File: config.mk
export PLATFORM = sky130hd
export DESIGN_NAME = axis_ad9361_dual_flat
export DESIGN_NICKNAME = d
export VERILOG_FILES = /design/src/rtl/axis_ad9361_dual_if.sv /design/src/rtl/axis_ad9361_dual.sv /design/src/flat_wrapper.sv
export SDC_FILE = /design/constraint.sdc
export NUM_CORES = 1
export LEC_CHECK = 0
export CORE_UTILIZATION = 43
export DETAILED_ROUTE_END_ITERATION = 10
export RECOVER_POWER = 50
export SLEW_MARGIN = 20
export SYNTH_ARGS = -nofsm -noshare
export SYNTH_HDL_FRONTEND = slang
export SYNTH_SLANG_ARGS = --single-unit
export TNS_END_PERCENT = 50
File: constraint.sdc
create_clock -name clk -period 11.5 [get_ports clk]
set_clock_uncertainty 0.1 [all_clocks]
set_input_delay 2.3 -clock clk [delete_from_list [all_inputs] [get_ports clk]]
set_output_delay 2.3 -clock clk [all_outputs]
set_load 0.01 [all_outputs]
File: src/rtl/axis_ad9361_dual_if.sv
// AXI-Stream slave bundle feeding the dual AD9361 transmit buffer.
// The master modport belongs to the sample source; the slave modport belongs to the buffer.
interface axis_ad9361_dual_if #(
  parameter int PRECISION = 12
);
  logic                   s_axis_tvalid;
  logic                   s_axis_tready;
  logic [8*PRECISION-1:0] s_axis_tdata;
  logic                   s_axis_tlast;

  modport master (
    output s_axis_tvalid,
    output s_axis_tdata,
    output s_axis_tlast,
    input  s_axis_tready
  );

  modport slave (
    input  s_axis_tvalid,
    input  s_axis_tdata,
    input  s_axis_tlast,
    output s_axis_tready
  );
endinterface

File: src/rtl/axis_ad9361_dual.sv
// Buffers 8-lane AXIS beats and plays them out to the DAC one set per dac_req,
// priming before playout and dropping back to idle on underflow.
module axis_ad9361_dual #(
  parameter int PRECISION         = 12,
  parameter int REVERSE_DATA      = 0,
  parameter int USE_AXIS_TLAST    = 0,
  parameter int AXIS_BURST_LENGTH = 512,
  parameter int BUFFER_DEPTH      = 4,
  parameter int PRIME_LEVEL       = 2
) (
  input  logic                     clk,
  input  logic                     rst,
  axis_ad9361_dual_if.slave        s_axis,
  input  logic                     dac_req,
  output logic                     dac_valid,
  output logic [11:0]              dac_data_i0,
  output logic [11:0]              dac_data_q0,
  output logic [11:0]              dac_data_i1,
  output logic [11:0]              dac_data_q1,
  output logic [11:0]              dac_data_i2,
  output logic [11:0]              dac_data_q2,
  output logic [11:0]              dac_data_i3,
  output logic [11:0]              dac_data_q3,
  output logic                     underflow,
  output logic [15:0]              underflow_count,
  output logic                     tlast_error
);
  localparam int W     = 8 * PRECISION;
  localparam int AW    = (BUFFER_DEPTH > 1) ? $clog2(BUFFER_DEPTH) : 1;
  localparam int CW    = $clog2(BUFFER_DEPTH + 1);
  localparam int SHIFT = 12 - PRECISION;

  // IDLE | priming, no pops, outputs zeroed ; RUN | one pop per dac_req
  localparam logic [0:0] ST_IDLE = 1'b0;
  localparam logic [0:0] ST_RUN  = 1'b1;

  logic [W-1:0]  mem_q [BUFFER_DEPTH];
  logic [AW-1:0] wr_ptr_q, rd_ptr_q;
  logic [CW-1:0] count_q, count_d;
  logic [0:0]    state_q, state_d;
  logic          full, empty, ready, push, pop, uf_evt;
  logic [W-1:0]  rd_word;
  logic [11:0]   mapped [8];
  logic          dac_valid_q;
  logic [11:0]   out_q [8];
  logic          underflow_q;
  logic [15:0]   uf_count_q;

  assign full    = (count_q == CW'(BUFFER_DEPTH));
  assign empty   = (count_q == '0);
  assign ready   = ~rst & ~full;
  assign push    = s_axis.s_axis_tvalid & ready;
  assign pop     = (state_q == ST_RUN) & dac_req & ~empty;
  assign uf_evt  = (state_q == ST_RUN) & dac_req & empty;
  assign count_d = count_q + CW'(push) - CW'(pop);
  assign rd_word = mem_q[rd_ptr_q];

  assign s_axis.s_axis_tready = ready;

  // Output slot j is ordered i0,q0,i1,q1,i2,q2,i3,q3; narrow lanes are MSB-aligned.
  for (genvar j = 0; j < 8; j++) begin : g_lane
    localparam int SRC = (REVERSE_DATA != 0) ? j : 7 - j;
    assign mapped[j] = 12'(rd_word[SRC*PRECISION +: PRECISION]) << SHIFT;
  end

  always_comb begin
    state_d = state_q;
    case (state_q)
      ST_IDLE: if (count_q >= CW'(PRIME_LEVEL)) state_d = ST_RUN;
      ST_RUN:  if (uf_evt) state_d = ST_IDLE;
      default: state_d = ST_IDLE;
    endcase
  end

  always_ff @(posedge clk) begin
    if (push) mem_q[wr_ptr_q] <= s_axis.s_axis_tdata;
  end

  always_ff @(posedge clk) begin
    if (rst) begin
      state_q     <= ST_IDLE;
      count_q     <= '0;
      wr_ptr_q    <= '0;
      rd_ptr_q    <= '0;
      dac_valid_q <= 1'b0;
      underflow_q <= 1'b0;
      uf_count_q  <= '0;
      for (int j = 0; j < 8; j++) out_q[j] <= '0;
    end else begin
      state_q <= state_d;
      count_q <= count_d;
      if (push) wr_ptr_q <= wr_ptr_q + 1'b1;
      if (pop)  rd_ptr_q <= rd_ptr_q + 1'b1;
      if (pop) begin
        dac_valid_q <= 1'b1;
        for (int j = 0; j < 8; j++) out_q[j] <= mapped[j];
      end else if (state_q == ST_RUN && !uf_evt) begin
        dac_valid_q <= 1'b0;
      end else begin
        dac_valid_q <= 1'b0;
        for (int j = 0; j < 8; j++) out_q[j] <= '0;
      end
      if (uf_evt) begin
        underflow_q <= 1'b1;
        if (uf_count_q != 16'hFFFF) uf_count_q <= uf_count_q + 16'd1;
      end
    end
  end

  assign dac_valid       = dac_valid_q;
  assign dac_data_i0     = out_q[0];
  assign dac_data_q0     = out_q[1];
  assign dac_data_i1     = out_q[2];
  assign dac_data_q1     = out_q[3];
  assign dac_data_i2     = out_q[4];
  assign dac_data_q2     = out_q[5];
  assign dac_data_i3     = out_q[6];
  assign dac_data_q3     = out_q[7];
  assign underflow       = underflow_q;
  assign underflow_count = uf_count_q;

  if (USE_AXIS_TLAST != 0) begin : g_tlast
    localparam int BW = (AXIS_BURST_LENGTH > 1) ? $clog2(AXIS_BURST_LENGTH) : 1;
    logic [BW-1:0] beat_q;
    logic          err_q;
    logic          at_end;

    assign at_end = (beat_q == BW'(AXIS_BURST_LENGTH - 1));

    always_ff @(posedge clk) begin
      if (rst) begin
        beat_q <= '0;
        err_q  <= 1'b0;
      end else begin
        err_q <= push & (s_axis.s_axis_tlast != at_end);
        if (push) beat_q <= (s_axis.s_axis_tlast | at_end) ? '0 : beat_q + 1'b1;
      end
    end

    assign tlast_error = err_q;
  end else begin : g_no_tlast
    logic unused_tlast;
    assign unused_tlast = s_axis.s_axis_tlast;
    assign tlast_error  = 1'b0;
  end
endmodule

File: src/flat_wrapper.sv
// flat-port wrapper written by rule: the top's interface ports become plain ports
module axis_ad9361_dual_flat 
#(
  parameter int PRECISION         = 12,
  parameter int REVERSE_DATA      = 0,
  parameter int USE_AXIS_TLAST    = 0,
  parameter int AXIS_BURST_LENGTH = 512,
  parameter int BUFFER_DEPTH      = 4,
  parameter int PRIME_LEVEL       = 2
)
  (clk, rst, dac_req, dac_valid, dac_data_i0, dac_data_q0, dac_data_i1, dac_data_q1, dac_data_i2, dac_data_q2, dac_data_i3, dac_data_q3, underflow, underflow_count, tlast_error, s_axis_s_axis_tvalid, s_axis_s_axis_tdata, s_axis_s_axis_tlast, s_axis_s_axis_tready);
  axis_ad9361_dual_if #(.PRECISION(PRECISION)) s_axis_i ();
  input  logic clk;
  input  logic rst;
  input  logic dac_req;
  output logic dac_valid;
  output logic [11:0] dac_data_i0;
  output logic [11:0] dac_data_q0;
  output logic [11:0] dac_data_i1;
  output logic [11:0] dac_data_q1;
  output logic [11:0] dac_data_i2;
  output logic [11:0] dac_data_q2;
  output logic [11:0] dac_data_i3;
  output logic [11:0] dac_data_q3;
  output logic underflow;
  output logic [15:0] underflow_count;
  output logic tlast_error;
  input wire logic [$bits(s_axis_i.s_axis_tvalid)-1:0] s_axis_s_axis_tvalid;
  input wire logic [$bits(s_axis_i.s_axis_tdata)-1:0] s_axis_s_axis_tdata;
  input wire logic [$bits(s_axis_i.s_axis_tlast)-1:0] s_axis_s_axis_tlast;
  output wire logic [$bits(s_axis_i.s_axis_tready)-1:0] s_axis_s_axis_tready;
  assign s_axis_i.s_axis_tvalid = s_axis_s_axis_tvalid;
  assign s_axis_i.s_axis_tdata = s_axis_s_axis_tdata;
  assign s_axis_i.s_axis_tlast = s_axis_s_axis_tlast;
  assign s_axis_s_axis_tready = s_axis_i.s_axis_tready;
  axis_ad9361_dual #(.PRECISION(PRECISION), .REVERSE_DATA(REVERSE_DATA), .USE_AXIS_TLAST(USE_AXIS_TLAST), .AXIS_BURST_LENGTH(AXIS_BURST_LENGTH), .BUFFER_DEPTH(BUFFER_DEPTH), .PRIME_LEVEL(PRIME_LEVEL)) u_core (.clk(clk), .rst(rst), .s_axis(s_axis_i), .dac_req(dac_req), .dac_valid(dac_valid), .dac_data_i0(dac_data_i0), .dac_data_q0(dac_data_q0), .dac_data_i1(dac_data_i1), .dac_data_q1(dac_data_q1), .dac_data_i2(dac_data_i2), .dac_data_q2(dac_data_q2), .dac_data_i3(dac_data_i3), .dac_data_q3(dac_data_q3), .underflow(underflow), .underflow_count(underflow_count), .tlast_error(tlast_error));
endmodule
==> Flow_metrics.wiki <==
{| class="wikitable"
! Metric !! Value
|-
| Worst-path cell chain || dlygate4sd3_1 -> clkbuf_1 -> a21oi_1 -> clkdlybuf4s50_1
|-
| Headroom to the max-slew limit || -16.2%
|-
| Cells after DPL || 1690
|-
| Required arrival time at the worst endpoint || 9100 ps
|-
| Synth-to-Final Area Change || 23.7%
|-
| CP Launch Type || primary input
|-
| Crit path buf inv count || 3
|-
| Post-route DRC violation count || 0
|-
| Average wire per standard cell || 20.8 um
|-
| Hold buffer count at cts || 0
|-
| Number of antenna violations at the first check in global routing || 7
|-
| Top flip-flop cell by instance count after synthesis || sky130_fd_sc_hd__edfxtp_1
|-
| Via count of the first global-routing pass || 9541
|-
| Gates resized, CTS repair || 0
|-
| Sum of overflow across all layers after global routing || 0
|-
| Die H || 210 um
|-
| Chip Width || 210 um
|-
| Adder-cell area share of the yosys netlist || 0.646%
|-
| Clock tree from TritonCTS || built
|-
| Hold Worst Slack || 352 ps
|-
| Via count || 9177
|-
| Leakage power total || 0.00778 uW
|-
| Simple-gate share of the synthesized area || 4.86%
|-
| Port buffer count || 214
|-
| Count of mapped cells out of synthesis || 932
|-
| Worst VDD drop || 0.134 mV
|-
| Area share of the largest cell type after synthesis || 69.7%
|-
| Status || finished, violations left
|-
| Fraction of layout cells with a size suffix above 1 || 16.9%
|-
| Depth of the CTS H-tree || 2
|-
| Number of buffers inserted during clock tree synthesis || 52
|-
| Post-Place Setup Slack || 5380 ps
|-
| Die area || 0.0441 mm2
|-
| Critical path class || in -> out
|-
| Largest family of logic cells by synthesized area || multiplexers
|-
| Number of rows created at floorplan || 75
|-
| Total half-perimeter wirelength after legalization and detailed placement || 20.5 mm
|-
| Total wirelength of the detailed-routed design || 37.3 mm
|-
| Count of non-filler cells in the finished layout || 1789
|-
| Register bit total from synthesis || 508
|-
| Net count reported at finish || 1277
|-
| Sinks on Clock Net || 508
|-
| Cell at the slowest stage of the critical path || sky130_fd_sc_hd__clkbuf_1
|-
| Maximum number of pins on one net before global-route repair || 74
|-
| Most frequent standard cell in the layout excluding fill and tap cells || sky130_fd_sc_hd__edfxtp_1
|-
| Power per unit of standard cell area || 178 mW/mm2
|-
| Max-Cap Viols || 3
|-
| Setup ws final || 4430 ps
|-
| Most frequent cells in the layout || 432 x sky130_fd_sc_hd__edfxtp_1, 207 x sky130_fd_sc_hd__dlygate4sd3_1, 96 x sky130_fd_sc_hd__mux4_2, 74 x sky130_fd_sc_hd__dfxtp_1, 56 x sky130_fd_sc_hd__nand2_1
|-
| Max-slew violations || 92
|-
| Root Buffer || sky130_fd_sc_hd__clkbuf_16
|-
| Final setup vio count || 0
|-
| Final count of hold timing violations || 0
|-
| Clk buf depth || 3
|-
| Synth Cell Area || 0.0186 mm2
|-
| Hold/Removal Path Class || reg -> reg
|-
| # fillers || 3337
|-
| Crit path max fanout || 36
|-
| Detailed-routing iteration count for the pre-antenna-repair pass || 4
|-
| Achievable clock frequency || 0.141 GHz
|-
| Xor and xnor area share after synthesis || 0.188%
|-
| Wire length of the first global-routing pass || 56.3 mm
|-
| Total core area || 0.0423 mm2
|-
| Slew at the pin closest to its max-slew limit || 1740 ps
|-
| Compound-Gate Fraction of Synth Area || 2.87%
|-
| Library cells used by synthesis || 47
|-
| Routability congestion estimate || 0.749
|-
| Antenna Nets Post-Route || 0
|-
| Accumulated negative setup slack || 0 ps
|-
| Mux contribution to synthesized area || 11.9%
|-
| Effective utilization at floorplan || 44.0%
|-
| Clock-pin slew reported for the worst setup and hold paths after clock tree synthesis || 60 ps
|-
| Mapped Avg Cell Area || 20.0 um2
|-
| Synth top area cells || sky130_fd_sc_hd__edfxtp_1 70%, sky130_fd_sc_hd__mux4_2 12%, sky130_fd_sc_hd__dfxtp_1 8.2%
|-
| Element type at the critical path end || output pin
|-
| Total of warnings raised by yosys || 0
|-
| Per-cell via count in the routed design || 5.13
|-
| Number of enable-type register cells in the synthesized netlist || 432
|-
| Total setup buffers inserted after CTS || 0
|-
| Kind of cell adding the most delay to the critical path || buffers and inverters
|-
| Shortest period the worst path allows || 7070 ps
|-
| Maximum single-stage delay on the critical path || 1200 ps
|-
| Insertion delay of the later-clocked pin in the worst-skew pair || 580 ps
|-
| Total Routing Usage GR || 17.1%
|-
| First DRT Iteration DRCs || 535
|-
| Sequential share of the synthesized area || 77.9%
|-
| Final design utilization || 54.4%
|-
| Unrepaired setup endpoints after global routing || false
|-
| Tcrit/Tclk final || 61.5%
|-
| Number of top-level pins || 217
|-
| Net count after synthesis || 1042
|-
| Violated checks || max-capacitance violations, max-slew violations
|-
| Arrival time of data at the critical path endpoint || 4670 ps
|-
| Post-synthesis cell type with the largest combined area || sky130_fd_sc_hd__edfxtp_1
|-
| Fraction of registers with async set or reset after synthesis || 0%
|}
[per-stage QoR]
| step | power (uW) | instance area (um2) |
|---|---|---|
| final | 4100 | 23000 |
| after detailed placement | 2520 | 21400 |
| after global routing | 4250 | 23000 |
| after floorplan | 2380 | 18600 |
| after global placement | 2520 | 21400 |
| after CTS | 4160 | 23000 |
[Yosys cell counts, types with 2 or more instances]
master and count:
sky130_fd_sc_hd__and3_1 4, sky130_fd_sc_hd__mux4_2 96, sky130_fd_sc_hd__buf_6 2, sky130_fd_sc_hd__a21oi_1 31, sky130_fd_sc_hd__ha_1 8, sky130_fd_sc_hd__nor4_1 2
sky130_fd_sc_hd__o21ai_0 2, sky130_fd_sc_hd__a211oi_1 4, sky130_fd_sc_hd__inv_1 15, sky130_fd_sc_hd__buf_1 3, sky130_fd_sc_hd__xnor2_1 3, sky130_fd_sc_hd__o31ai_1 5
sky130_fd_sc_hd__nand2_1 56, sky130_fd_sc_hd__edfxtp_1 432, sky130_fd_sc_hd__clkbuf_1 17, sky130_fd_sc_hd__a31oi_1 7, sky130_fd_sc_hd__dfxtp_1 76, sky130_fd_sc_hd__nand4_1 4
sky130_fd_sc_hd__and4_1 2, sky130_fd_sc_hd__nor3_1 7, sky130_fd_sc_hd__and2_1 53, sky130_fd_sc_hd__nor2_1 15, sky130_fd_sc_hd__nand3_1 5, sky130_fd_sc_hd__buf_4 7
sky130_fd_sc_hd__or4_1 3, sky130_fd_sc_hd__and4_2 2, sky130_fd_sc_hd__a22o_1 24, sky130_fd_sc_hd__nand2b_1 5, sky130_fd_sc_hd__buf_2 17, sky130_fd_sc_hd__nor2b_1 5
sky130_fd_sc_hd__mux2_2 4
[per-layer routing]
| metal | global-route usage, % | vias to the layer above | share of wire, % |
|---|---|---|---|
| met5 | 0 | - | 0.13 |
| met4 | 6.07 | 8 | 2.5 |
| met3 | 3.62 | 69 | 4.4 |
| li1 | - | 4191 | - |
| met2 | 29.4 | 183 | 51 |
| met1 | 21.4 | 4726 | 42 |
[worst min-delay path, cell delays in order (launching register included)]
cell and delay, ps:
sky130_fd_sc_hd__dfxtp_1 310, sky130_fd_sc_hd__nand2_1 50, sky130_fd_sc_hd__a21oi_1 50
[worst paths after layout]
| kind | startpoint | end | slack [ps] | depth (start not counted) |
|---|---|---|---|---|
| worst min register to register | u_core.out_q[1][23] | u_core.out_q[1][23] | 350 | 2 |
| worst max-delay path | rst | s_axis_s_axis_tready | 4430 | 4 |
| worst max register to register | u_core.count_q[1] | u_core.count_q[2] | 7010 | 11 |
| worst min-delay path | u_core.out_q[1][23] | u_core.out_q[1][23] | 350 | 2 |
[sequential cells by signal (all words and copies together), names as in the netlist, 2 cells and up, named ones only]
| register | flops |
|---|---|
| u_core.underflow_count | 16 |
| u_core.wr_ptr_q | 2 |
| u_core.count_q | 3 |
| u_core.out_q | 96 |
| u_core.mem_q | 384 |
| u_core.rd_ptr_q | 2 |
[report_power, final]
group / switching (uW) / leakage (uW) / internal (uW)
clock network: 683 / 0.000834 / 955
logic: 172 / 0.00226 / 142
registers: 30.8 / 0.00469 / 2110
[cell families (layout without fill, tap and decap cells)]
| group | after synthesis | count (layout) |
|---|---|---|
| DFF | 508 | 508 |
| and+or+nand+nor | 169 | 169 |
| muxes | 101 | 101 |
| AOI/OAI and AO/OA | 78 | 78 |
| buffers and inverters | 62 | 341 |
| adders and majority gates | 9 | 9 |
| xor gates and xnor gates | 4 | 4 |
| other | 1 | 2 |
[cell type report]
type                            instances  area, um2  share of cell area [%]
Clock inverter                         23        173                   0.750
Timing Repair Buffer                  227       2230                    9.68
Multi-Input combinational cell        362       3820                    16.6
Inverter                               16       60.1                   0.261
Tap cell                              577        722                    3.14
Antenna cell                            1       2.50                  0.0109
Sequential cell                       508      14500                    63.0
Clock buffer                           75       1510                    6.56
(Power assumes the default switching activity.)
